$ cat config.mk
export PLATFORM = sky130hd
export DESIGN_NAME = bus_snoop_responder
export DESIGN_NICKNAME = d
export VERILOG_FILES = /design/src/rtl/bus_snoop_responder_pkg.sv /design/src/rtl/bus_snoop_responder_sat_counter.sv /design/src/rtl/bus_snoop_responder.sv
export SDC_FILE = /design/constraint.sdc
export NUM_CORES = 1
export LEC_CHECK = 0
export CELL_PAD_IN_SITES_DETAIL_PLACEMENT = 0
export CELL_PAD_IN_SITES_GLOBAL_PLACEMENT = 2
export CORE_AREA = 2 2 138 140
export CTS_CLUSTER_SIZE = 10
export DETAILED_ROUTE_END_ITERATION = 8
export DIE_AREA = 0 0 140 142
export PLACE_DENSITY = 0.78
export SETUP_SLACK_MARGIN = 0.05
export SYNTH_ARGS = -nofsm -noshare
export SYNTH_HDL_FRONTEND = slang
export SYNTH_SLANG_ARGS = --single-unit
export TNS_END_PERCENT = 5
$ cat constraint.sdc
create_clock -name clk -period 5.95 [get_ports clk]
set_clock_uncertainty 0.2 [all_clocks]
set_input_delay 1.19 -clock clk [delete_from_list [all_inputs] [get_ports clk]]
set_output_delay 1.19 -clock clk [all_outputs]
set_load 0.01 [all_outputs]
$ cat src/rtl/bus_snoop_responder_pkg.sv
// Shared types and the snoop result rule used by the bus snoop responder.
// Defines the bus operation, snoop result and FSM state encodings.
package bus_snoop_responder_pkg;

    typedef enum logic [1:0] {
        OP_READ  = 2'd0,
        OP_WRITE = 2'd1,
        OP_INVAL = 2'd2,
        OP_RWIM  = 2'd3
    } bus_op_t;

    typedef enum logic [1:0] {
        RES_HIT   = 2'd0,
        RES_HITM  = 2'd1,
        RES_NOHIT = 2'd2
    } snoop_result_t;

    typedef enum logic [1:0] {
        ST_IDLE  = 2'd0,
        ST_WAIT  = 2'd1,
        ST_FLUSH = 2'd2,
        ST_RESP  = 2'd3
    } state_t;

    // Writebacks are never snooped, so WRITE ignores the address bits.
    function automatic snoop_result_t get_snoop_result(input bus_op_t op, input logic [1:0] addr_lo);
        snoop_result_t res;
        res = RES_NOHIT;
        if (op != OP_WRITE) begin
            if (addr_lo == 2'b00) begin
                res = RES_HIT;
            end else if (addr_lo == 2'b01) begin
                res = RES_HITM;
            end
        end
        return res;
    endfunction

endpackage

$ cat src/rtl/bus_snoop_responder_sat_counter.sv
// Saturating event counter: increments on inc and sticks at all-ones.
module sat_counter #(
    parameter int CNT_W = 16
) (
    input  logic             clk,
    input  logic             rst,
    input  logic             inc,
    output logic [CNT_W-1:0] count
);

    logic [CNT_W-1:0] count_q;

    always_ff @(posedge clk or posedge rst) begin
        if (rst) begin
            count_q <= '0;
        end else if (inc && (count_q != {CNT_W{1'b1}})) begin
            count_q <= count_q + CNT_W'(1);
        end
    end

    assign count = count_q;

endmodule

$ cat src/rtl/bus_snoop_responder.sv
// Models the remote caches on the shared bus: accepts one bus operation at a time,
// optionally replays a dirty-line flush, then returns the snoop result.
module bus_snoop_responder
    import bus_snoop_responder_pkg::*;
#(
    parameter int ADDR_W       = 32,
    parameter int RESP_LATENCY = 2,
    parameter int HITM_BEATS   = 4,
    parameter int CNT_W        = 16,
    localparam int BEAT_W      = (HITM_BEATS > 1) ? $clog2(HITM_BEATS) : 1
) (
    input  logic              clk,
    input  logic              rst,
    input  logic              req_valid,
    output logic              req_ready,
    input  logic [1:0]        req_op,
    input  logic [ADDR_W-1:0] req_addr,
    output logic              rsp_valid,
    input  logic              rsp_ready,
    output logic [1:0]        rsp_result,
    output logic [1:0]        rsp_op,
    output logic [ADDR_W-1:0] rsp_addr,
    output logic              flush_valid,
    output logic [BEAT_W-1:0] flush_beat,
    output logic [CNT_W-1:0]  cnt_read,
    output logic [CNT_W-1:0]  cnt_write,
    output logic [CNT_W-1:0]  cnt_inval,
    output logic [CNT_W-1:0]  cnt_rwim,
    output logic [CNT_W-1:0]  cnt_hitm
);

    localparam int WAIT_W = (RESP_LATENCY > 1) ? $clog2(RESP_LATENCY) : 1;
    localparam logic [WAIT_W-1:0] WAIT_LOAD = WAIT_W'(RESP_LATENCY - 1);
    localparam logic [BEAT_W-1:0] BEAT_LAST = BEAT_W'(HITM_BEATS - 1);

    state_t              state_q;
    logic [WAIT_W-1:0]   wait_q;
    logic [BEAT_W-1:0]   beat_q;
    bus_op_t             op_q;
    logic [ADDR_W-1:0]   addr_q;
    snoop_result_t       result_q;

    bus_op_t             op_in;
    snoop_result_t       result_d;
    logic                accept;
    logic                take_flush;

    assign op_in      = bus_op_t'(req_op);
    assign result_d   = get_snoop_result(op_in, req_addr[1:0]);
    assign accept     = req_valid && (state_q == ST_IDLE);
    // Only a dirty hit on a read-type op makes the remote owner supply data.
    assign take_flush = (result_q == RES_HITM) && ((op_q == OP_READ) || (op_q == OP_RWIM));

    always_ff @(posedge clk or posedge rst) begin
        if (rst) begin
            state_q  <= ST_IDLE;
            wait_q   <= '0;
            beat_q   <= '0;
            op_q     <= OP_READ;
            addr_q   <= '0;
            result_q <= RES_NOHIT;
        end else begin
            case (state_q)
                ST_IDLE: begin
                    if (accept) begin
                        op_q     <= op_in;
                        addr_q   <= req_addr;
                        result_q <= result_d;
                        wait_q   <= WAIT_LOAD;
                        state_q  <= ST_WAIT;
                    end
                end
                ST_WAIT: begin
                    if (wait_q == '0) begin
                        beat_q  <= '0;
                        state_q <= take_flush ? ST_FLUSH : ST_RESP;
                    end else begin
                        wait_q <= wait_q - WAIT_W'(1);
                    end
                end
                ST_FLUSH: begin
                    if (beat_q == BEAT_LAST) begin
                        state_q <= ST_RESP;
                    end else begin
                        beat_q <= beat_q + BEAT_W'(1);
                    end
                end
                ST_RESP: begin
                    if (rsp_ready) begin
                        beat_q  <= '0;
                        state_q <= ST_IDLE;
                    end
                end
                default: state_q <= ST_IDLE;
            endcase
        end
    end

    assign req_ready   = (state_q == ST_IDLE);
    assign rsp_valid   = (state_q == ST_RESP);
    assign flush_valid = (state_q == ST_FLUSH);
    assign flush_beat  = beat_q;
    assign rsp_result  = result_q;
    assign rsp_op      = op_q;
    assign rsp_addr    = addr_q;

    // Statistics are bumped on the acceptance edge, keyed by the incoming op.
    sat_counter #(.CNT_W(CNT_W)) u_cnt_read (
        .clk(clk), .rst(rst), .inc(accept && (op_in == OP_READ)), .count(cnt_read)
    );
    sat_counter #(.CNT_W(CNT_W)) u_cnt_write (
        .clk(clk), .rst(rst), .inc(accept && (op_in == OP_WRITE)), .count(cnt_write)
    );
    sat_counter #(.CNT_W(CNT_W)) u_cnt_inval (
        .clk(clk), .rst(rst), .inc(accept && (op_in == OP_INVAL)), .count(cnt_inval)
    );
    sat_counter #(.CNT_W(CNT_W)) u_cnt_rwim (
        .clk(clk), .rst(rst), .inc(accept && (op_in == OP_RWIM)), .count(cnt_rwim)
    );
    sat_counter #(.CNT_W(CNT_W)) u_cnt_hitm (
        .clk(clk), .rst(rst), .inc(accept && (result_d == RES_HITM)), .count(cnt_hitm)
    );

endmodule

Word-level counts from Yosys, hierarchy flattened:

Cells that the tools add are included.

* flip-flop bits (word level): 121
* word-level logic and storage cells: 78

* add/subtract/negate cells: 7
* equal/unequal tests: 22
* multiplexer cells: 15
* reduce and logical (&&, ||, !) cells: 23

Operators by type and width (number)
* adder 16 x 1 -> 16 bit (second input constant): 5
* != test 16 bit (second input constant): 5
* two-way mux 2 bit: 9
* equality test 2 bit (second input constant): 6
* logical AND 1 bit: 12
* equality test 2 x 1 -> 1 bit (second input constant): 5
* zero test 2 bit: 4
* != test 2 x 1 -> 1 bit (second input constant): 4
* one-hot mux 2 bit (4 select lines): 1
* AND reduction 4 bit: 2
* one-hot mux 2 bit (3 select lines): 1
* != test 2 bit (second input constant): 2
* AND reduction 2 bit: 2
* two-way mux 1 bit: 3
* nonzero test 3 bit: 1
* adder 2 x 1 -> 2 bit (second input constant): 1
* one-hot mux 1 bit (2 select lines): 1
* nonzero test 2 bit: 1
* logical OR 1 bit: 1
* subtractor 1 bit (second input constant): 1

Longest topological paths before layout:

* depth after elaboration: 7
* depth in mapped cells: 8

Modules after synthesis:

Synthesis repeated with hierarchy kept, for this count alone.

* cell total of the unflattened synthesis: 485
* area, all modules: 5909.4 µm²

By module, submodules not included
* sat_counter: times used 5, cells each 71, area each 805.8 µm², sequential area each 400.4 µm²
* bus_snoop_responder: times used 1, cells each 130, area each 1880.6 µm², sequential area each 1027.2 µm²

Worst setup path after synthesis:

No wires, ideal clock.

* path type: input-to-reg
* start point: in req_valid
* end point: reg u_cnt_read.count_q[12], in the netlist u_cnt_read.count[12]
* arrival: 2439 ps
* data required time: 5625 ps
* slack: 3186 ps
* stages on the path: 6
* cells stage by stage: buf_4 nand4bb_4 or3_1 clkbuf_1 nor3_1 mux2_2

* word-level cells in the longest chain between the ends: 3

RTL lines
* from (decl): line bus_snoop_responder.sv:14 `input logic req_valid,`
* logical AND 1 bit: line bus_snoop_responder.sv:50 `assign accept = req_valid && (state_q == ST_IDLE);`
* logical AND 1 bit: line bus_snoop_responder.sv:109 `.clk(clk), .rst(rst), .inc(accept && (op_in == OP_READ)), .count(cnt_read)`
* logical AND 1 bit: line bus_snoop_responder_sat_counter.sv:16 `end else if (inc && (count_q != {CNT_W{1'b1}})) begin`
* to (signal assigned): line bus_snoop_responder_sat_counter.sv:17 `count_q <= count_q + CNT_W'(1);`
* to (decl): line bus_snoop_responder_sat_counter.sv:11 `logic [CNT_W-1:0] count_q;`

No other way between the ends.
A chain may end at the register's enable or synchronous reset.

Final worst setup path:

* start point: reg state_q[0]
* end point: out req_ready

* word-level cells in the longest chain between the ends: 1

RTL lines
* from (decl): line bus_snoop_responder.sv:36 `state_t state_q;`
* from (signal assigned): line bus_snoop_responder.sv:76 `state_q <= take_flush ? ST_FLUSH : ST_RESP;`
* zero test 2 bit: line bus_snoop_responder.sv:99 `assign req_ready = (state_q == ST_IDLE);`
* to (decl): line bus_snoop_responder.sv:15 `output logic req_ready,`

No other way between the ends.

==> run metrics <==
status=finished with violations; failing checks=DRC; Slew @ Worst Pin=0.853 ns; chip width=140 um; global-route wire length before repair=22.7 mm; worst setup path start=state_q[0]; fmax=290 MHz; IO Count=159; # port buffers=158; combinational power share=29.8%; Syn Nets=527; RSZ-0062 raised after global routing=no; clk slew on worst S/H paths=0.05 ns; IR drop worst, VDD=0.237 mV; total clock buffers created by CTS=17; Synth cell types=44; WL met1=6.04 mm; commonest non-fill, non-tap cells in the layout=158 x clkdlybuf4s50_1, 120 x dfrtp_1, 53 x xor2_1, 42 x mux2_2, 33 x nand2_1; Initial Util=30.5%; Static Leak=0.00352 uW; Bufs on Longest Clock Path=2; Ys Warns=0; Sinks on Clock Net=121; WP data arrival=2.05 ns; Non-Filler Instances=892; setup tns final=0 ns; H-tree depth=4; CP Max Fanout=10; Via density=4.82; top sig layer=met4; DRT iter0 DRCs=152; TritonCTS clock tree=yes; Die Footprint=19900 um2; initial antenna violation count=0; relative max-transition margin=42.6%; Diodes inserted=0; DRC viols=7; detailed placement HPWL=10.1 mm; final setup fails=0; most common cell after layout, fill and taps aside=clkdlybuf4s50_1; Switching Fraction=28.4%; DR WL/cell=15.6 um; routed wl met3=1.23 mm; gr ovfl total=0; largest net degree at the start of global routing=49; Clk pwr share=31.7%; cells after synthesis=478; post-CTS sizing=0; Layout area overhead=42.8%; share of layout cells above drive strength 1=12.8%; final hold violations=0; fin. max-slew vios=0; startpoint types=flip-flop; total internal power=2160 uW; slowest cell delay on critical path=0.67 ns; synthesized area per cell=11.8 um2; vias=4298; FF/Latch Area=3030 um2; Rows=50; r2r setup slk=3.29 ns; Die H=142 um; Cell Chain, Critical Path=inv_1 -> ha_1 -> clkdlybuf4s50_1; Async SR Flop Fraction=100%; CP max stage cell=clkdlybuf4s50_1; critical path class=flip-flop to output pin; overall power=3020 uW; HP Class=flip-flop to flip-flop; worst skew pair latency=0.41 ns; core area=18500 um2; Final period util=57.9%; power density over the cells=376 nW/um2; Nets=698; number of flops mapped to enable cells by yosys=0; reg2reg start=state_q[0]; setup repair bufs after CTS=0; vias in the first global route=4408; Tot GR Track Use=14.4%; max cap viols=0; Routed Antenna Nets=0; Worst EP required=4.56 ns; post-synthesis sequential area ratio=53.8%; sequential share of power=38.5%; # fillers=1743; switching power=859 uW; routability cong.=0.746; post-route minimum period=3.44 ns; final hold slack=0.287 ns; ys flop type=dfrtp_1; Cell Area, Synth=5630 um2; footprint of the multi-input gates=2520 um2; hold buffers post-CTS=0; wire length on met2=6.44 mm; Total Wirelength=13.9 mm; Root Driver=clkbuf_16; #FFs+latches synth=121; hold_sp=rsp_result[1]; DR pass1 iterations=6; nature of the critical path endpoint=output pin; placed cell count=864
registers in the layout (all words and copies together) (netlist names):
name,cells
u_cnt_write.count,16
rsp_op,2
u_cnt_hitm.count,16
rsp_addr,32
wait_q,1
u_cnt_rwim.count,16
flush_beat,2
u_cnt_read.count,16
state_q,2
u_cnt_inval.count,16
rsp_result,2
synthesized netlist by cell type (2+ instances only):
cell type	count	area share, %
dfrtp_1	120	53
xor2_1	53	8.3
mux2_2	42	8.4
nand2_1	33	2.2
nor3_1	29	2.6
nand3_1	25	2.2
nand4_1	24	2.7
xnor2_1	19	3.0
nor2_1	17	1.1
nor4_1	12	1.3
ha_1	11	2.4
inv_1	9	0.60
clkbuf_1	8	0.53
and4_1	7	1.1
nand2b_1	7	0.78
and3_1	5	0.56
nand4b_1	5	0.78
o21ai_0	5	0.44
nor3b_1	4	0.53
nor4_2	4	0.89
or3_1	4	0.44
a21oi_1	3	0.27
and2_1	3	0.33
nor4b_1	3	0.47
or2_2	3	0.33
buf_4	2	0.27
nand3b_1	2	0.27
nor2b_1	2	0.22
or4_1	2	0.27
logic make-up (layout without fill, tap and decap cells):
group | after synthesis | after routing | synth area share [%]
mux | 42 | 42 | 8.41
simple gates | 195 | 195 | 20.4
flops | 121 | 121 | 53.8
buf+inv | 19 | 199 | 1.40
fa+ha+maj | 11 | 11 | 2.45
compound gates | 18 | 18 | 2.25
xor+xnor | 72 | 72 | 11.2
final cells by class:
type                            count  share of cell area (%)
Sequential cell                   121                    37.7
Multi-Input combinational cell    338                    31.3
Timing Repair Buffer              162                    20.1
Clock buffer                       25                    6.29
Tap cell                          234                    3.64
Clock inverter                      3                   0.498
Inverter                            9                   0.452
power groups by stage:
stage / clock network [uW] / logic [uW] / registers, uW
after floorplan: 0 / 338 / 1230
after detailed placement: 0 / 912 / 1170
after global placement: 0 / 904 / 1170
after global routing: 1030 / 983 / 1190
after CTS: 994 / 919 / 1170
final: 959 / 900 / 1160
routing by layer:
layer	up-vias	GRT usage [%]
met4	0	5.42
met1	2084	17.4
met3	14	6.56
met5	-	0
met2	130	22.8
li1	2070	-
worst max-delay path: cells and delay by family, from the launching register on:
family	cells	cell delay [ns]
buffers and inverters	2	0.80
adder cells (fa/ha/maj)	1	0.45
flip-flops	1	0.40
through the flow:
| stage | instance area (um2) | setup WS (ns) | util, % |
|---|---|---|---|
| global placement | 7490 | 2.31 | 40.6 |
| floorplan | 5630 | 1.35 | - |
| detailed placement | 7490 | 2.24 | 40.6 |
| finish | 8030 | 2.51 | 43.5 |
| global route | 8030 | 2.39 | 43.5 |
| CTS | 8030 | 2.47 | 43.5 |
path summary, 6_finish.rpt:
| check | end | cells past startpoint |
|---|---|---|
| worst max-delay path | req_ready | 3 |
| worst min-delay path | rsp_result[1] | 2 |
| worst max register to register | u_cnt_hitm.count[9] | 6 |
| worst min register to register | rsp_result[1] | 2 |
| max in group asynchronous | u_cnt_inval.count[3] | 3 |
| min in group asynchronous | u_cnt_inval.count[12] | 2 |
Note: power is estimated with default switching activity, not from simulation.
